==> src/rtl/serial_to_parallel_rx_if.sv <==
// Byte-side bundle between the phy_rx deserializer (master) and the layer-2 demux (slave).
// The serial line data_in travels with it so the whole datapath stays in one bundle.
interface serial_to_parallel_rx_if;
  logic       data_in;
  logic [7:0] data_000;
  logic       valid_000;
  logic       active;

  modport master (
    input  data_in,
    output data_000,
    output valid_000,
    output active
  );

  modport slave (
    output data_in,
    input  data_000,
    input  valid_000,
    input  active
  );
endinterface

==> src/rtl/serial_to_parallel_rx.sv <==
// Serial-to-byte deserializer for phy_rx: locks on the 0xBC comma, then emits aligned bytes.
// Optional loss-of-sync watchdog is compiled in when S2P_RESYNC_EN is defined.
module serial_to_parallel_rx #(
  parameter logic [7:0]  BC      = 8'hBC,
  parameter int unsigned BC_LOCK = 4
`ifdef S2P_RESYNC_EN
  ,
  parameter int unsigned WDOG_BYTES = 64
`endif
) (
  input  logic                   clk_16f,
  input  logic                   reset_L,
  serial_to_parallel_rx_if.master rx_if
);

  typedef enum logic [1:0] {
    SEARCH,
    ALIGN,
    ACTIVE
  } state_t;

  localparam logic [2:0] BC_LOCK_C = 3'(BC_LOCK);
`ifdef S2P_RESYNC_EN
  localparam logic [5:0] WDOG_LAST = 6'(WDOG_BYTES - 1);
`endif

  state_t     state;
  logic [6:0] sr;
  logic [2:0] bit_cnt;
  logic [2:0] bc_cnt;
  logic [7:0] cand;
  logic       boundary;
`ifdef S2P_RESYNC_EN
  logic [5:0] wdog;
`endif

  always_comb begin
    cand     = {sr, rx_if.data_in};
    boundary = (bit_cnt == 3'd7);
  end

  always_ff @(posedge clk_16f) begin
    if (!reset_L) begin
      state           <= SEARCH;
      sr              <= '0;
      bit_cnt         <= '0;
      bc_cnt          <= '0;
      rx_if.data_000  <= '0;
      rx_if.valid_000 <= 1'b0;
      rx_if.active    <= 1'b0;
`ifdef S2P_RESYNC_EN
      wdog            <= '0;
`endif
    end else begin
      sr      <= cand[6:0];
      bit_cnt <= bit_cnt + 3'd1;

      case (state)
        SEARCH: begin
          // A hit at any offset redefines the byte phase: the next boundary is 8 bits later.
          if (cand == BC) begin
            bit_cnt <= '0;
            bc_cnt  <= 3'd1;
            state   <= ALIGN;
          end
        end

        ALIGN: begin
          if (boundary) begin
            if (cand == BC) begin
              bc_cnt <= bc_cnt + 3'd1;
              if (bc_cnt + 3'd1 == BC_LOCK_C) begin
                state        <= ACTIVE;
                rx_if.active <= 1'b1;
`ifdef S2P_RESYNC_EN
                wdog         <= '0;
`endif
              end
            end else begin
              bc_cnt <= '0;
              state  <= SEARCH;
            end
          end
        end

        ACTIVE: begin
          if (boundary) begin
            rx_if.data_000  <= cand;
            rx_if.valid_000 <= (cand != BC);
`ifdef S2P_RESYNC_EN
            // Trip overrides the byte just captured so the demux sees idle on loss of sync.
            if (cand == BC) begin
              wdog <= '0;
            end else if (wdog == WDOG_LAST) begin
              wdog            <= '0;
              state           <= SEARCH;
              bc_cnt          <= '0;
              rx_if.data_000  <= '0;
              rx_if.valid_000 <= 1'b0;
              rx_if.active    <= 1'b0;
            end else begin
              wdog <= wdog + 6'd1;
            end
`endif
          end
        end

        default: begin
          state <= SEARCH;
        end
      endcase
    end
  end

endmodule

==> src/flat_wrapper.sv <==
// flat-port wrapper written by rule: the top's interface ports become plain ports
module serial_to_parallel_rx_flat 
#(
  parameter logic [7:0]  BC      = 8'hBC,
  parameter int unsigned BC_LOCK = 4

)
  (clk_16f, reset_L, rx_if_data_in, rx_if_data_000, rx_if_valid_000, rx_if_active);
  serial_to_parallel_rx_if rx_if_i ();
  input  logic clk_16f;
  input  logic reset_L;
  input wire logic [$bits(rx_if_i.data_in)-1:0] rx_if_data_in;
  output wire logic [$bits(rx_if_i.data_000)-1:0] rx_if_data_000;
  output wire logic [$bits(rx_if_i.valid_000)-1:0] rx_if_valid_000;
  output wire logic [$bits(rx_if_i.active)-1:0] rx_if_active;
  assign rx_if_i.data_in = rx_if_data_in;
  assign rx_if_data_000 = rx_if_i.data_000;
  assign rx_if_valid_000 = rx_if_i.valid_000;
  assign rx_if_active = rx_if_i.active;
  serial_to_parallel_rx #(.BC(BC), .BC_LOCK(BC_LOCK)) u_core (.clk_16f(clk_16f), .reset_L(reset_L), .rx_if(rx_if_i));
endmodule
==> config.mk <==
export PLATFORM = sky130hd
export DESIGN_NAME = serial_to_parallel_rx_flat
export DESIGN_NICKNAME = d
export VERILOG_FILES = /design/src/rtl/serial_to_parallel_rx_if.sv /design/src/rtl/serial_to_parallel_rx.sv /design/src/flat_wrapper.sv
export SDC_FILE = /design/constraint.sdc
export NUM_CORES = 1
export LEC_CHECK = 0
export ABC_AREA = 1
export BUFFER_PORTS_ARGS = -buffer_cell sky130_fd_sc_hd__buf_2
export CAP_MARGIN = 25
export CORE_ASPECT_RATIO = 0.8
export CORE_MARGIN = 10
export CORE_UTILIZATION = 55
export CTS_BUF_LIST = sky130_fd_sc_hd__clkbuf_4 sky130_fd_sc_hd__clkbuf_8 sky130_fd_sc_hd__clkbuf_16
export DETAILED_ROUTE_END_ITERATION = 10
export GPL_TIMING_DRIVEN = 0
export PLACE_DENSITY = 0.76
export SYNTH_ARGS = -nofsm -noshare
export SYNTH_HDL_FRONTEND = slang
export SYNTH_SLANG_ARGS = --single-unit
==> constraint.sdc <==
create_clock -name clk_16f -period 2 [get_ports clk_16f]
set_clock_uncertainty 0.15 [all_clocks]
set_input_delay 0.4 -clock clk_16f [delete_from_list [all_inputs] [get_ports clk_16f]]
set_output_delay 0.4 -clock clk_16f [all_outputs]
set_load 0.005 [all_outputs]
After elaboration in Yosys (flattened, before gate mapping)
Index checks and enable logic that the tools add are counted.

cells by class
  add/sub/neg operators = 2
  multipliers = 0
  div/mod/pow operators = 0
  magnitude comparators = 0
  equal/unequal tests = 9
  shift-type cells = 0
  multiplexer cells = 11
  bitwise gates (word level) = 1
  reductions and logical operators = 6

operators with widths
  kind                                                                   count
  3-bit two-way mux                                                      5
  8-bit equality test, second input constant                             1
  2-bit two-way mux                                                      4
  8-bit != test, second input constant                                   1
  4-bit AND reduction                                                    2
  3-bit by 1-bit adder with 3-bit output, second input constant          2
  3-bit equality test, second input constant                             2
  2-bit case mux with 3 select lines                                     1
  3-bit case mux with 2 select lines                                     1
  2-bit by 1-bit != test with 1-bit output, second input constant        2
  3-bit != test, second input constant                                   1
  3-bit AND reduction                                                    1
  2-bit by 1-bit equality test with 1-bit output, second input constant  1
  2-bit equality test, second input constant                             1
  2-bit zero test                                                        1
  2-bit AND reduction                                                    1
  2-bit nonzero test                                                     1
  1-bit inverter                                                         1

storage, ports and cells
  register bits after elaboration = 25
  latch bits = 0
  memory bits (writable) = 0
  ROM bits = 0
  input bits = 3
  output and inout port bits = 10
  word-level logic and storage cells = 36
  memories = 0

Depth between registers and ports, before layout
  depth after elaboration = 6
  gate-level depth with buffers = 9
  mapped depth without buffers = 9

Worst setup path before layout
Ideal clock, no wire load.

  kind = flip-flop to flip-flop
  start = register u_core.bit_cnt[0]
  end = register u_core.bc_cnt[0]
  arrival time = 1153 ps
  required time = 1734 ps
  path slack = 581 ps
  cell stages (with the launch flop) = 8
  clock period less this slack = 1419 ps
  cells stage by stage = dfxtp_1 ha_1 ha_1 or2_4 nand3_4 nand2_1 inv_1 nor2_1

on the way
  word-level cells in the longest chain between the ends = 3

RTL lines
  what                                                       RTL line                     RTL
  from (decl)                                                serial_to_parallel_rx.sv:29  logic [2:0] bit_cnt;
  from (signal assigned)                                     serial_to_parallel_rx.sv:56  bit_cnt <= bit_cnt + 3'd1;
  3-bit equality test                                        serial_to_parallel_rx.sv:39  boundary = (bit_cnt == 3'd7);
  2-bit by 1-bit != test with 1-bit output (no source line)  --
  3-bit AND reduction (no source line)                       --
  to (signal assigned)                                       serial_to_parallel_rx.sv:71  bc_cnt <= bc_cnt + 3'd1;
  to (decl)                                                  serial_to_parallel_rx.sv:30  logic [2:0] bc_cnt;

Every way passes these cells.
A chain may end at the register's enable or synchronous reset.

Final worst setup path
  start = register u_core.bit_cnt[0]
  end = register u_core.rx_if.valid_000

on the way
  word-level cells in the longest chain between the ends = 2

RTL lines
  what                                  RTL line                        RTL
  3-bit equality test                   serial_to_parallel_rx.sv:39
  2-bit AND reduction (no source line)  --
  to (signal assigned)                  serial_to_parallel_rx.sv:89     rx_if.valid_000 <= (cand != BC);
  to (decl)                             serial_to_parallel_rx_if.sv:12  output valid_000,

Every way passes these cells.

==> results.md <==
Worst setup path:
- For flop-to-flop paths, the worst setup slack is about 420 ps.
- The launch instance of the worst register-to-register path is u_core.bit_cnt[0].
- The start point of the critical path is u_core.bit_cnt[0].
- The critical-path maximum fanout is 10.
- Data on the critical path is required at its endpoint by 2080 ps.
- In this run the worst setup path terminates at u_core.rx_if.valid_000.
- For the worst flop-to-flop path, the logic depth is 7.
- The worst setup path is captured at a register.
- STA classifies the critical path startpoint as a register.
- STA puts the critical path data arrival time at 1650 ps.
- The worst register-to-register path ends at u_core.rx_if.valid_000.
- The type of the worst setup path is register to register.

Clock network:
- The post-cts hold buffer count is 0.
- CTS placed an instance of sky130_fd_sc_hd__clkbuf_4 at the clock tree root.
- The maximum clock insertion buffer count is 2.
- Post-CTS timing repair inserted 0 buffers for setup.
- The CTS tree is built.
- Clock-pin slew was measured on the worst setup and hold paths at 140 ps.
- The quantity of gates resized following cts is 0.
- The tree built by TritonCTS fans out to 25 sinks.
- The later-pin clock latency in the skew report is just over 300 ps.
- The total number of H-tree levels is 1.
- In this run, CTS created clock tree buffers numbering 3.

Routing:
- In the final routed layout, each cell accounts on average for 11.0 microns.
- The post-detailed-route DRC marker count is 0.
- For this block, the routed nets add up to between 1.5 and 2 mm of wire.
- The ratio of routed vias to standard cells is 4.77.
- The detailed router placed 845 vias in this run.
- The detail route stage leaves a number of antenna-violating nets equal to 0.
- The number of violations reported at the end of detailed-routing iteration 0 is 21.
- The total iterations of the first detailed-routing run is 4.

Placed design:
- Detailed placement finished with a half-perimeter wire length of approximately 1.5 mm.
- The cell area after placement is ~0.0012 sq mm.
- The number of cells after detailed placement is around 170.
- At the end of routability-driven placement, the weighted congestion stood at about 0.86.
- The number of buffers inserted by port buffering is 11.
- At the placement stage, the worst setup path has a slack of between 400 and 500 ps.

STA:
- The final max-slew violation count came to 0.
- Setup violations remaining at the end of the flow were counted as 0.
- The actual slew at the worst max-slew pin is 492 ps.
- Setup repair after global routing left no endpoint under its margin.
- The final number of hold-violating endpoints was 0.
- Measured against its own limit, the worst slew margin works out to 0.672.
- The worst-case hold slack is ~150 ps.
- Setup slack closes at 423 ps.
- The share of the clock period used by the worst path is 0.788.
- Derived from the worst setup path, the maximum achievable clock frequency is 634 MHz.
- Adding up every negative setup slack in the final design gives 0 ps.
- The worst path needs between 1500 and 2000 ps of the cycle, external delays included.

Die:
- The number of standard-cell rows in the floorplan is 14.
- For this configuration, the core starts out at a cell density of 0.577.
- The core region is around 0.0019 sq mm.
- The chip height is 59.7 microns.
- The area of the die is approximately 0.0042 sq mm.
- The die outline width is about 70 microns.
- Pin placement for this block handled 13 I/O pins.

Cells and area:
- The diode insertion count for antenna repair is 0.
- Summing all non-filler instances in the final layout gives an area of 0.00120 sq mm.
- The non-filler instance count after layout is 177.
- The layout overhead on the synthesized area is 10.8%.
- The utilization after layout is 0.640.
- Of the cells placed in the final design, the portion with a size suffix greater than 1 is 0.196.
- The net total in the final layout is 161.

Flow run:
- The max capacitance violation total is 0.

GRT:
- The overall overflow remaining after global route is 0.
- The pin count of the biggest net entering global routing is 17.
- The first-pass GRT wire length is 3.46 mm.
- In the global route stage, overall resource usage came out at 0.102.
- The number of global-route vias before repair is 813.
- The initial antenna violation count is 0.

Synthesis:
- The fraction of synthesis flops using an asynchronous set or reset pin is 0.
- The synthesis-stage register bit count is 25.
- The synthesized design spends more area on one cell type than any other, namely sky130_fd_sc_hd__dfxtp_1.
- The most common cell in the synthesized netlist is sky130_fd_sc_hd__inv_1.
- The number of instances in the synthesized netlist is 138.
- By count the netlist is led by sky130_fd_sc_hd__inv_1, sky130_fd_sc_hd__dfxtp_1, sky130_fd_sc_hd__nand2_1.
- Yosys mapped a number of flops with a built-in enable equal to 0.
- When the netlist entered floorplanning its net count stood at 145.
- The leading register cell type out of synthesis is sky130_fd_sc_hd__dfxtp_1.
- By area the synthesized netlist is led by sky130_fd_sc_hd__dfxtp_1, sky130_fd_sc_hd__inv_1, sky130_fd_sc_hd__nand2_1, sky130_fd_sc_hd__a21oi_1, sky130_fd_sc_hd__ha_1.
- The portion of the post-synthesis area used by sequential elements is 0.462.
- In this run, distinct cell masters in the synthesized netlist total 23.
- The share of synthesized area in the top cell type comes to 0.462.
- The number of warning messages in the yosys log is 0.
- The synthesized netlist occupies a cell area of 0.00108 sq mm.
- In this run the mean area of a mapped cell was 7.84 sq um.

Power:
- Summed over all cells, the static leakage comes to approximately 0.58 nW.
- Dividing total power by cell area gives a power density of 641 mW/mm^2.
- Across the VDD grid, the largest voltage drop is 0.431 mV.
- The total power after layout is roughly 770 uW.

Hold path:
- The min-delay analysis places its worst path in the category primary input to register.

Outcome:
- The run finished with clean final reports.
## state kept, by name (all words and copies together) (netlist names)
signal	count
u_core.state	2
u_core.bc_cnt	3
u_core.rx_if.active	1
u_core.sr	7
u_core.rx_if.data_000	8
u_core.rx_if.valid_000	1
u_core.bit_cnt	3
## cell families (layout without fill, tap and decap cells)
group	after synthesis	in the layout	share of synthesized area
AND/OR/NAND/NOR	59	59	0.286
buffers and inverters	32	47	0.113
flip-flops	25	25	0.462
AO/OA/AOI/OAI	17	17	0.0844
adder cells (fa/ha/maj)	4	4	0.0462
XOR/XNOR	1	1	0.00809
## final cells by class
| cell class | instances | area (sq um) |
|---|---|---|
| Tap cell | 24 | 30.0 |
| Sequential cell | 25 | 500 |
| Clock inverter | 1 | 8.76 |
| Multi-Input combinational cell | 81 | 459 |
| Inverter | 29 | 109 |
| Clock buffer | 3 | 22.5 |
| Timing Repair Buffer | 11 | 55.1 |
| Buffer | 3 | 13.8 |
| Fill cell | 166 | 676 |
## layout by cell type (no fill, tap or decap), drive strengths merged
cell type and count:
inv 30, xnor2 1, ha 4, o21ai 3, o21bai 2, clkbuf 4, nand3 11, a31oi 1
or2 1, nand2 30, nor2 15, nand3b 1, nand4 1, a21oi 11, buf 13, dfxtp 25
## power breakdown
part	switching, mW	internal (mW)
sequential	0.00386	0.506
clock	0.151	0.0812
combinational	0.0174	0.00921
## layer usage
layer  global-route usage  vias to the layer above  wire length (microns)
met5                    0                        -                      0
met4               0.0344                        0                      9
li1                     -                      451                      -
met2                0.178                       11                    972
met1                0.113                      381                    905
met3               0.0364                        2                     62
## worst max-delay path: stages, from the launching register on
cell	delay (ps)
sky130_fd_sc_hd__dfxtp_1	340
sky130_fd_sc_hd__ha_1	200
sky130_fd_sc_hd__ha_1	200
sky130_fd_sc_hd__buf_2	190
sky130_fd_sc_hd__nand2_2	190
sky130_fd_sc_hd__a21oi_1	80
sky130_fd_sc_hd__o21ai_1	80
sky130_fd_sc_hd__inv_1	50
## how the worst min path moves through the flow
stage | startpoint | endpoint | slack [ps] | cells after the start
after floorplan | u_core.bit_cnt[0] | u_core.bit_cnt[0] | 250 | 1
after global placement | u_core.bit_cnt[0] | u_core.bit_cnt[0] | 260 | 1
after detailed placement | u_core.bit_cnt[0] | u_core.bit_cnt[0] | 270 | 1
after CTS | rx_if_data_in | u_core.sr[0] | 120 | 3
after global routing | rx_if_data_in | u_core.sr[0] | 160 | 3
final | rx_if_data_in | u_core.sr[0] | 150 | 3
No activity file was read; power rests on OpenSTA's default activity.
